[src/rtl/parity_uart_rx.sv]
// parity_uart_rx: serial receiver deframing start/data/parity/stop with XOR parity check
// Ports:
//   clk        system clock, rising edge
//   rst        asynchronous active-high reset
//   rx         serial line, idles high, asynchronous to clk
//   data_out   last received data word (LSB received first)
//   valid      1-cycle pulse when data_out and error flags update
//   parity_err parity mismatch on last frame, held until next valid
//   frame_err  stop bit sampled low on last frame, held until next valid
//   busy       high whenever the receiver is not idle
module parity_uart_rx #(
  parameter int DATA_W       = 8,
  parameter int CLKS_PER_BIT = 16,
  parameter int ODD_PARITY   = 0
) (
  input  logic              clk,
  input  logic              rst,
  input  logic              rx,
  output logic [DATA_W-1:0] data_out,
  output logic              valid,
  output logic              parity_err,
  output logic              frame_err,
  output logic              busy
);
  localparam int CW = $clog2(CLKS_PER_BIT);
  localparam int BW = DATA_W > 1 ? $clog2(DATA_W) : 1;
  localparam logic [CW-1:0] HALF = CW'(CLKS_PER_BIT / 2 - 1);
  localparam logic [CW-1:0] FULL = CW'(CLKS_PER_BIT - 1);
  localparam logic [BW-1:0] LAST = BW'(DATA_W - 1);
  localparam logic OP = (ODD_PARITY != 0);
  localparam logic [2:0] IDLE = 3'd0, START = 3'd1, DATA = 3'd2, PARITY = 3'd3, STOP = 3'd4, WAIT_HI = 3'd5;
  logic [2:0] state;
  logic [CW-1:0] cnt;
  logic [BW-1:0] bit_idx;
  logic [DATA_W-1:0] shift;
  logic s1, s2, perr;
  assign busy = state != IDLE;
  always_ff @(posedge clk or posedge rst) begin
    if (rst) begin
      s1 <= 1'b1;
      s2 <= 1'b1;
      state <= IDLE;
      cnt <= '0;
      bit_idx <= '0;
      shift <= '0;
      perr <= 1'b0;
      data_out <= '0;
      valid <= 1'b0;
      parity_err <= 1'b0;
      frame_err <= 1'b0;
    end else begin
      s1 <= rx;
      s2 <= s1;
      valid <= 1'b0;
      case (state)
        IDLE: if (!s2) begin
          state <= START;
          cnt <= '0;
        end
        START: if (cnt == HALF) begin
          cnt <= '0;
          bit_idx <= '0;
          state <= s2 ? IDLE : DATA;
        end else cnt <= cnt + 1'b1;
        DATA: if (cnt == FULL) begin
          cnt <= '0;
          shift[bit_idx] <= s2;
          bit_idx <= bit_idx + 1'b1;
          if (bit_idx == LAST) state <= PARITY;
        end else cnt <= cnt + 1'b1;
        PARITY: if (cnt == FULL) begin
          cnt <= '0;
          perr <= ^shift ^ s2 ^ OP;
          state <= STOP;
        end else cnt <= cnt + 1'b1;
        STOP: if (cnt == FULL) begin
          cnt <= '0;
          valid <= 1'b1;
          data_out <= shift;
          parity_err <= perr;
          frame_err <= ~s2;
          // a low stop bit may be a break; wait for the line to recover first
          state <= s2 ? IDLE : WAIT_HI;
        end else cnt <= cnt + 1'b1;
        WAIT_HI: if (s2) state <= IDLE;
        default: state <= IDLE;
      endcase
    end
  end
endmodule

[config.mk]
export PLATFORM = sky130hd
export DESIGN_NAME = parity_uart_rx
export DESIGN_NICKNAME = d
export VERILOG_FILES = /design/src/rtl/parity_uart_rx.sv
export SDC_FILE = /design/constraint.sdc
export NUM_CORES = 1
export LEC_CHECK = 0
export BUFFER_PORTS_ARGS = -buffer_cell sky130_fd_sc_hd__buf_4
export CAP_MARGIN = 20
export CORE_MARGIN = 3
export CORE_UTILIZATION = 50
export CTS_BUF_LIST = sky130_fd_sc_hd__clkbuf_8
export CTS_CLUSTER_SIZE = 8
export DETAILED_ROUTE_END_ITERATION = 8
export PLACE_DENSITY_LB_ADDON = 0.25
export SLEW_MARGIN = 20
export SYNTH_ARGS = -nofsm -noshare
export SYNTH_HDL_FRONTEND = slang
export SYNTH_SLANG_ARGS = --single-unit
[constraint.sdc]
create_clock -name clk -period 1.8 [get_ports clk]
set_clock_uncertainty 0.05 [all_clocks]
set_input_delay 0.09 -clock clk [delete_from_list [all_inputs] [get_ports clk]]
set_output_delay 0.09 -clock clk [all_outputs]
set_load 0.02 [all_outputs]
==> results of run 1 <==
registers in the layout, indices dropped and copies added (netlist names):
| register | count |
|---|---|
| bit_idx | 3 |
| perr | 1 |
| s2 | 1 |
| shift | 8 |
| s1 | 1 |
| frame_err | 1 |
| valid | 1 |
| state | 3 |
| parity_err | 1 |
| cnt | 4 |
| data_out | 8 |
layer usage:
metal  share of wire (%)  wire length, µm
met5                   0                0
met4                 2.1               60
met3                 4.6              131
met2                  47             1360
met1                  46             1310
cells in the final DEF, fill, tap and decap left out, types with 3 or more instances in the layout:
cell,count
inv_1,6
nand3_1,3
nand2_1,9
dfrtp_1,27
o21ai_0,7
clkbuf_8,5
buf_4,21
mux2_2,20
xnor2_1,5
nor3_1,3
ha_1,3
nor2_1,6
dfrtp_2,3
a21oi_1,5
and3_1,4
and2_1,3
synth_stat cells, types with 4 or more instances:
library cell / n / share of area (%)
buf_2: 6 / 1.9
o21ai_0: 7 / 2.3
dfrtp_1: 30 / 48
xnor2_1: 5 / 2.8
and3_1: 4 / 1.6
a21oi_1: 5 / 1.6
inv_1: 6 / 1.5
nor2_1: 6 / 1.5
nand2_1: 9 / 2.2
nor3_1: 4 / 1.3
mux2_2: 20 / 15
final cells by class:
type | count | area, µm²
inverters | 6 | 22.5
repair buffers | 23 | 178
flip-flops and latches | 32 | 807
clock buffers | 5 | 68.8
well taps | 31 | 38.8
clock inverters | 3 | 18.8
fillers | 213 | 1010
multi-input cells | 92 | 711
where the power goes:
group	internal [mW]	switching [mW]
Sequential	0.863	0.175
Combinational	0.438	0.386
Clock	0.269	0.264
Total	1.57	0.825
logic make-up after synthesis:
logic type               after synthesis  share of synthesized area [%]
AND/OR/NAND/NOR                       40                           13.6
XOR/XNOR                               7                           4.83
adder cells (fa/ha/maj)                3                           2.42
multiplexers                          22                           15.8
buffers and inverters                 13                           3.63
AO/OA/AOI/OAI                         20                           7.98
flip-flops                            32                           51.7
what timing repair did:
item | 4_1_cts | 5_1_grt
gates resized for setup | 1 | 6
pin swaps | 0 | 2
hold buffers | 2 | 0
endpoints found under the setup margin | 2 | 7
buffers inserted | 0 | 0
hold endpoints to repair | 31 | 0
final timing paths:
path | startpoint | to | slack, ns | depth (start not counted)
setup / recovery | cnt[1] | shift[2] | -0.003 | 5
max in group asynchronous | rst | s1 | 0.98 | 4
min in group asynchronous | rst | valid | 0.39 | 4
hold reg to reg | s1 | s2 | 0.31 | 0
hold / removal | s1 | s2 | 0.31 | 0
setup reg to reg | cnt[1] | shift[2] | -0.003 | 5
==> out/metrics.cfg, run 1 <==
[status]
status=finished, violations left
violations=negative setup slack

[synthesis]
ys_types=33
avgSynthCellArea_um2=11.3
yosysWarnings=0
synth-edff-count=0
async_flop_share_pct=100
syn_nets=143
ys_ff_latch=32
synth_area_mm2=0.00155
seq_area_frac_synth_pct=51.7
synthCells=137
synth_ff_type=dfrtp_1

[setup_path]
slowest_delay_ns=0.39
worstSetupStartpointType=flop
cp.required_ns=1.93
cp_data_arrival_time_ns=1.93
path_max_fanout=5
slowest_stage=dfrtp_1
crit_chain=ha_1, nor2b_4, nand4_1, nor3b_1, mux2_2
cp.buffers_inverters=0
critical_path.top_delay_family=simple AND/OR/NAND/NOR gates
crit_path_end_kind=flop
critPathKind=flop to flop

[grt]
met3_usage_pct=7.02
busiest_layer=met2
met2_usage_pct=26.8
grt_use_total_pct=17.6
grt_first_pass_wirelength_um=4760
globalRouteOverflowTotal=0
antenna_found_initial=0
grt_start_max_net_pins=33
grt_pass1_vias=1052
grt_use_met1_pct=22.1

[layout]
final_cell_area_mm2=0.00184
final_nets=166
final_util_pct=64.6
diodes=0
area_growth_pct=18.8
fin_cells=192
drive_gt1_share_pct=35.4

[sta]
setup-tns-final_ns=-0.00342
slew_headroom_pct=75.1
setup_viol=1
finalHoldViolations=0
clock.fmax_mhz=555
finalCritPeriodShare_pct=100
rsz0062_at_grt=true
fin_crit_ns=1.80
fin_hold_ws_ns=0.309
slew_viol_final=0
tightest_slew_ns=0.364
fin_ws_ns=-0.00342

[routing]
ant_nets=0
drc_errors=0
wl_per_cell_um=14.9
vias_per_cell=5.69
wl_um=2860
drt_iter0_markers=48
num_vias=1092
first_pass_iters=4

[die]
die_area_mm2=0.00381
initial_core_util_pct=54.4
die_h_um=61.7
core-area_mm2=0.00285
die_w_um=61.7
fp-row-count=19
ios=15

[clock_tree]
root_buffer=clkbuf_8
htree_num_levels=2
tritoncts=yes
numCtsBuffers=5
cts_sinks=32
cts_max_path_buffers=2
clk_latency_ns=0.29
clk_pin_slew_ns=0.07

[power_and_ir_drop]
pwr_density_cell_mw_per_mm2=1300
peakVddDrop_mv=0.667
total_leakage_power_nw=0.899
total_power_mw=2.39

[placement]
gp_congestion=0.906
dp_slack_ns=-0.0268
io_buffers=14
dp_hpwl_um=1990
placed_area_mm2=0.00172
dp.cells=182

[hold_path]
hp-class=flop to flop

[flow_run]
cap_violations=0

Note: power is estimated with default switching activity, not from simulation.
==> run 2: changes to the inputs <==
CORE_UTILIZATION = 54   (was 50)
==> run 2 against run 1 <==
Net effect: the flow now finishes without violations; register-to-register slack better by 0.06 ns; flip-flop and latch count unchanged; final cell count unchanged; critical path type unchanged; critical endpoint is now state[1]; largest cell class unchanged; highest routed layer unchanged.
==> out/metrics.cfg, run 2 (synthesized netlist as in run 1, its figures left out) <==
[status]
status=completed

[routing]
first_pass_iters=4  ; unchanged
drc_errors=0  ; unchanged
wl_per_cell_um=14.6  ; -2.1%
num_vias=1107  ; +1.4%
drt_iter0_markers=22  ; -54%
wl_um=2800  ; -2.1%
vias_per_cell=5.77  ; +1.4%
ant_nets=0  ; unchanged

[clock_tree]
cts_sinks=32  ; unchanged
root_buffer=clkbuf_8
clk_pin_slew_ns=0.06  ; about the same
numCtsBuffers=5  ; unchanged
cts_max_path_buffers=2  ; unchanged
tritoncts=yes
htree_num_levels=2  ; unchanged
clk_latency_ns=0.28  ; about the same

[sta]
slew_viol_final=0  ; unchanged
clock.fmax_mhz=572  ; +3.2%
fin_hold_ws_ns=0.309  ; -0.000911 ns
rsz0062_at_grt=true
fin_crit_ns=1.75  ; -0.0564 ns
tightest_slew_ns=0.357  ; -0.00669 ns
finalHoldViolations=0  ; unchanged
slew_headroom_pct=75.6  ; +0.46 points
setup_viol=0  ; -1
fin_ws_ns=0.0529  ; +0.0564 ns
finalCritPeriodShare_pct=97.1  ; -3.1 points

[die]
fp-row-count=18  ; -1
initial_core_util_pct=59.4  ; +5.0 points
die_w_um=59.6  ; -3.4%
die_area_mm2=0.00356  ; -6.7%
ios=15  ; unchanged
core-area_mm2=0.00261  ; -8.4%
die_h_um=59.6  ; -3.4%

[setup_path]
slowest_delay_ns=0.47  ; +0.08 ns
worstSetupStartpointType=flop
cp_data_arrival_time_ns=1.85  ; -0.08 ns
crit_chain=or3_1, a21o_1, and3_1, a311o_1
path_max_fanout=7  ; +2
slowest_stage=dfrtp_1
critPathKind=flop to flop
crit_path_end_kind=flop
cp.required_ns=1.91  ; -0.02 ns

[layout]
area_growth_pct=21.9
reg_top3=data_out x8, shift x8, cnt x4
final_nets=167  ; +0.60%
diodes=0  ; unchanged
drive_gt1_share_pct=35.8  ; +0.40 points
final_cell_mix=dfrtp_1, buf_4, mux2_2, nand2_1
final_common_cell=dfrtp_1

[grt]
grt_first_pass_wirelength_um=4780  ; +0.42%
grt_start_max_net_pins=33  ; unchanged
grt_use_total_pct=18.6  ; +1.0 points
globalRouteOverflowTotal=0  ; unchanged
grt_pass1_vias=1062  ; +0.95%
antenna_found_initial=0  ; unchanged

[hold_path]
hp-class=flop to flop

[placement]
dp_hpwl_um=1930  ; -3.2%
dp_slack_ns=0.00906  ; +0.0359 ns
gp_congestion=0.858  ; -5.4%
io_buffers=14  ; unchanged

[power_and_ir_drop]
pwr_density_cell_mw_per_mm2=1380  ; +6.0%
peakVddDrop_mv=0.986  ; +48%
total_leakage_power_nw=0.922  ; +2.7%

[flow_run]
cap_violations=0  ; unchanged

[run 2: final timing paths]
check	slack (ns)	to	depth (start not counted)	startpoint
worst max-delay path	0.05	state[1]	4	state[2]
worst min-delay path	0.31	s2	0	s1
worst max register to register	0.05	state[1]	4	state[2]
worst min register to register	0.31	s2	0	s1
max in group asynchronous	0.96	s1	4	rst
min in group asynchronous	0.40	data_out[0]	4	rst
[run 2: routing by layer]
metal  wire, µm  vias to the layer above  GRT usage, %
met4         51                        0          10.1
met5          0                        -             0
met3        108                        6          4.14
met1       1290                      547          25.4
li1           -                      533             -
met2       1350                       21          27.5
[run 2: area by class of cell]
type	instances	area, µm²
Clock buffer	7	96.3
Clock inverter	1	30.0
Fill cell	179	719
Inverter	6	22.5
Multi-Input combinational cell	92	716
Sequential cell	32	806
Tap cell	30	37.5
Timing Repair Buffer	24	185
[run 2: worst max-delay path: cells and delay by family (launching register included)]
family          cells  cell delay, ns
flops               1            0.47
compound gates      2            0.53
simple gates        2            0.58
[run 2: metrics by stage]
step           TNS (ns)  instances  util [%]  total power, mW  instance area [µm²]
6_report              0        192      72.5             2.60                 1890
5_1_grt         -0.0627        192      72.5             2.78                 1890
4_1_cts               0        191      71.2             2.57                 1860
3_5_place_dp          0        181      65.6             1.82                 1710
3_3_place_gp          0        181      65.6             1.78                 1710
2_1_floorplan         0        137         -             1.63                 1550
[run 2: power breakdown]
group | switching (mW) | internal (mW) | total [mW] | leakage (nW)
sequential | 0.171 | 0.861 | 1.03 | 0.420
clock | 0.254 | 0.488 | 0.742 | 0.0645
combinational | 0.380 | 0.449 | 0.829 | 0.438
total | 0.805 | 1.80 | 2.60 | 0.922
[run 2: timing repair]
item	4_1_cts	5_1_grt
gates resized for setup	0	7
hold endpoints to repair	31	0
setup endpoints to repair	1	8
pin swaps	1	2
buffers inserted	0	1
hold buffers	2	0
==> run 3: changes to the inputs <==
clock period = 1.6 ns   (was 1.8 ns; I/O delays follow)
==> run 3 against run 2 <==
Net effect: the flow now finishes with violations (negative setup slack); power is 28% higher; worst setup slack got worse by 0.21 ns; non-clock buffer count up 22; critical path type unchanged.
==> out/metrics.cfg, run 3 (synthesized netlist as in run 1, its figures left out) <==
[layout]
reg_top3=data_out x8, shift x8, cnt x4
final_cell_mix=buf_4, dfrtp_1, mux2_2
final_nets=189  ; +13%
drive_gt1_share_pct=48.4  ; +13 points
fin_cells=214  ; +11%
multi_input_area_um2=790  ; +10%
fill_cells=139  ; -22%
area_growth_pct=37.1
final_common_cell=buf_4
seqCellArea_um2=807  ; +0.16%
diodes=0  ; unchanged

[sta]
fin_ws_ns=-0.153  ; -0.205 ns
tightest_slew_ns=0.399  ; +0.0420 ns
finalCritPeriodShare_pct=110  ; +12 points
setup-tns-final_ns=-0.964  ; -0.964 ns
finalHoldViolations=0  ; unchanged
rsz0062_at_grt=true
clock.fmax_mhz=571  ; -0.31%
slew_viol_final=0  ; unchanged
fin_crit_ns=1.75  ; +0.00548 ns
slew_headroom_pct=73.4  ; -2.2 points
fin_hold_ws_ns=0.312  ; +0.00391 ns
setup_viol=11  ; +11

[routing]
vias_per_cell=5.79  ; +0.34%
drt_iter0_markers=50  ; +130%
wl_met1_um=1580  ; +22%
wl_met2_um=1940  ; +44%
drc_errors=0  ; unchanged
wl_um=3760  ; +34%
first_pass_iters=4  ; unchanged
num_vias=1238  ; +12%
wl_per_cell_um=17.6  ; +20%
top_layer_used=met4
wl_met3_um=174  ; +61%
ant_nets=0  ; unchanged

[placement]
io_buffers=14  ; unchanged
gp_congestion=0.852  ; -0.65%
dp.cells=193  ; +6.6%
dp_hpwl_um=2020  ; +4.9%

[die]
die_w_um=59.6  ; unchanged
core-area_mm2=0.00261  ; unchanged
ios=15  ; unchanged
die_h_um=59.6  ; unchanged
die_area_mm2=0.00356  ; unchanged
initial_core_util_pct=59.4  ; unchanged
fp-row-count=18  ; unchanged

[power_and_ir_drop]
total_leakage_power_nw=1.04  ; +12%
pwr_density_cell_mw_per_mm2=1560  ; +14%
peakVddDrop_mv=1.31  ; +33%

[setup_path]
cp_data_arrival_time_ns=1.86  ; about the same
worstSetupStartpointType=flop
critPathKind=flop to flop
path_max_fanout=5  ; -2
cp.required_ns=1.71  ; -0.20 ns
crit_path_end_kind=flop

[grt]
grt_pass1_vias=1215  ; +14%
grt_start_max_net_pins=33  ; unchanged
grt_first_pass_wirelength_um=5500  ; +15%
globalRouteOverflowTotal=0  ; unchanged
grt_use_total_pct=21.7  ; +3.1 points
antenna_found_initial=0  ; unchanged

[flow_run]
cap_violations=0  ; unchanged

[clock_tree]
cts_sinks=32  ; unchanged
tritoncts=yes
cts_max_path_buffers=2  ; unchanged
clk_pin_slew_ns=0.07  ; about the same
clk_latency_ns=0.28  ; about the same
htree_num_levels=2  ; unchanged
numCtsBuffers=5  ; unchanged
root_buffer=clkbuf_8

[status]
violations=negative setup slack
status=finished, violations left

[hold_path]
hp-class=flop to flop

-- run 3: area by class of cell --
type | count | share of cell area, %
timing repair buffer | 46 | 17.5
clock inverter | 1 | 0.176
multi-input combinational | 92 | 37.1
inverter | 6 | 1.06
clock buffer | 7 | 4.52
sequential | 32 | 37.9
tap | 30 | 1.76
-- run 3: worst paths after layout --
check                             to  depth (start not counted)  startpoint  slack (ns)
min reg2reg                       s2                          0          s1        0.31
max in group asynchronous         s2                          4         rst        0.77
max reg2reg                 shift[4]                          5      cnt[0]       -0.15
min                               s2                          0          s1        0.31
max                         shift[4]                          5      cnt[0]       -0.15
min in group asynchronous  frame_err                          4         rst        0.41
-- run 3: worst max-delay path: stages (launching register included) --
cell     delay (ns)
dfrtp_1        0.38
ha_2           0.19
nor2b_4        0.14
nand4_1        0.26
nor3b_2        0.28
mux2_4         0.33
-- run 3: per-layer routing --
metal	global-route usage, %	vias up
li1	-	569
met5	0	-
met1	26.4	619
met4	10.1	0
met3	5.45	8
met2	35.9	42
-- run 3: metrics by stage --
step | setup WS (ns) | utilization (%) | area [µm²] | total power, mW
after detailed placement | -0.0843 | 70.0 | 1830 | 2.23
after floorplan | -0.0116 | - | 1580 | 1.87
final | -0.153 | 81.5 | 2130 | 3.33
after global routing | -0.197 | 81.5 | 2130 | 3.50
after global placement | -0.0239 | 70.0 | 1830 | 2.20
after CTS | -0.0993 | 76.9 | 2010 | 3.06
-- run 3: repair_timing --
action	CTS	global route
buffers inserted	5	7
endpoints found under the setup margin	7	19
gates cloned	0	0
gates resized for setup	8	21
hold endpoints to repair	31	0
hold buffers	2	0
pin swaps	8	10
-- run 3: power breakdown --
| group | internal [mW] | switching [mW] |
|---|---|---|
| logic | 0.829 | 0.673 |
| registers | 0.973 | 0.177 |
| clock network | 0.386 | 0.292 |
| total | 2.19 | 1.14 |
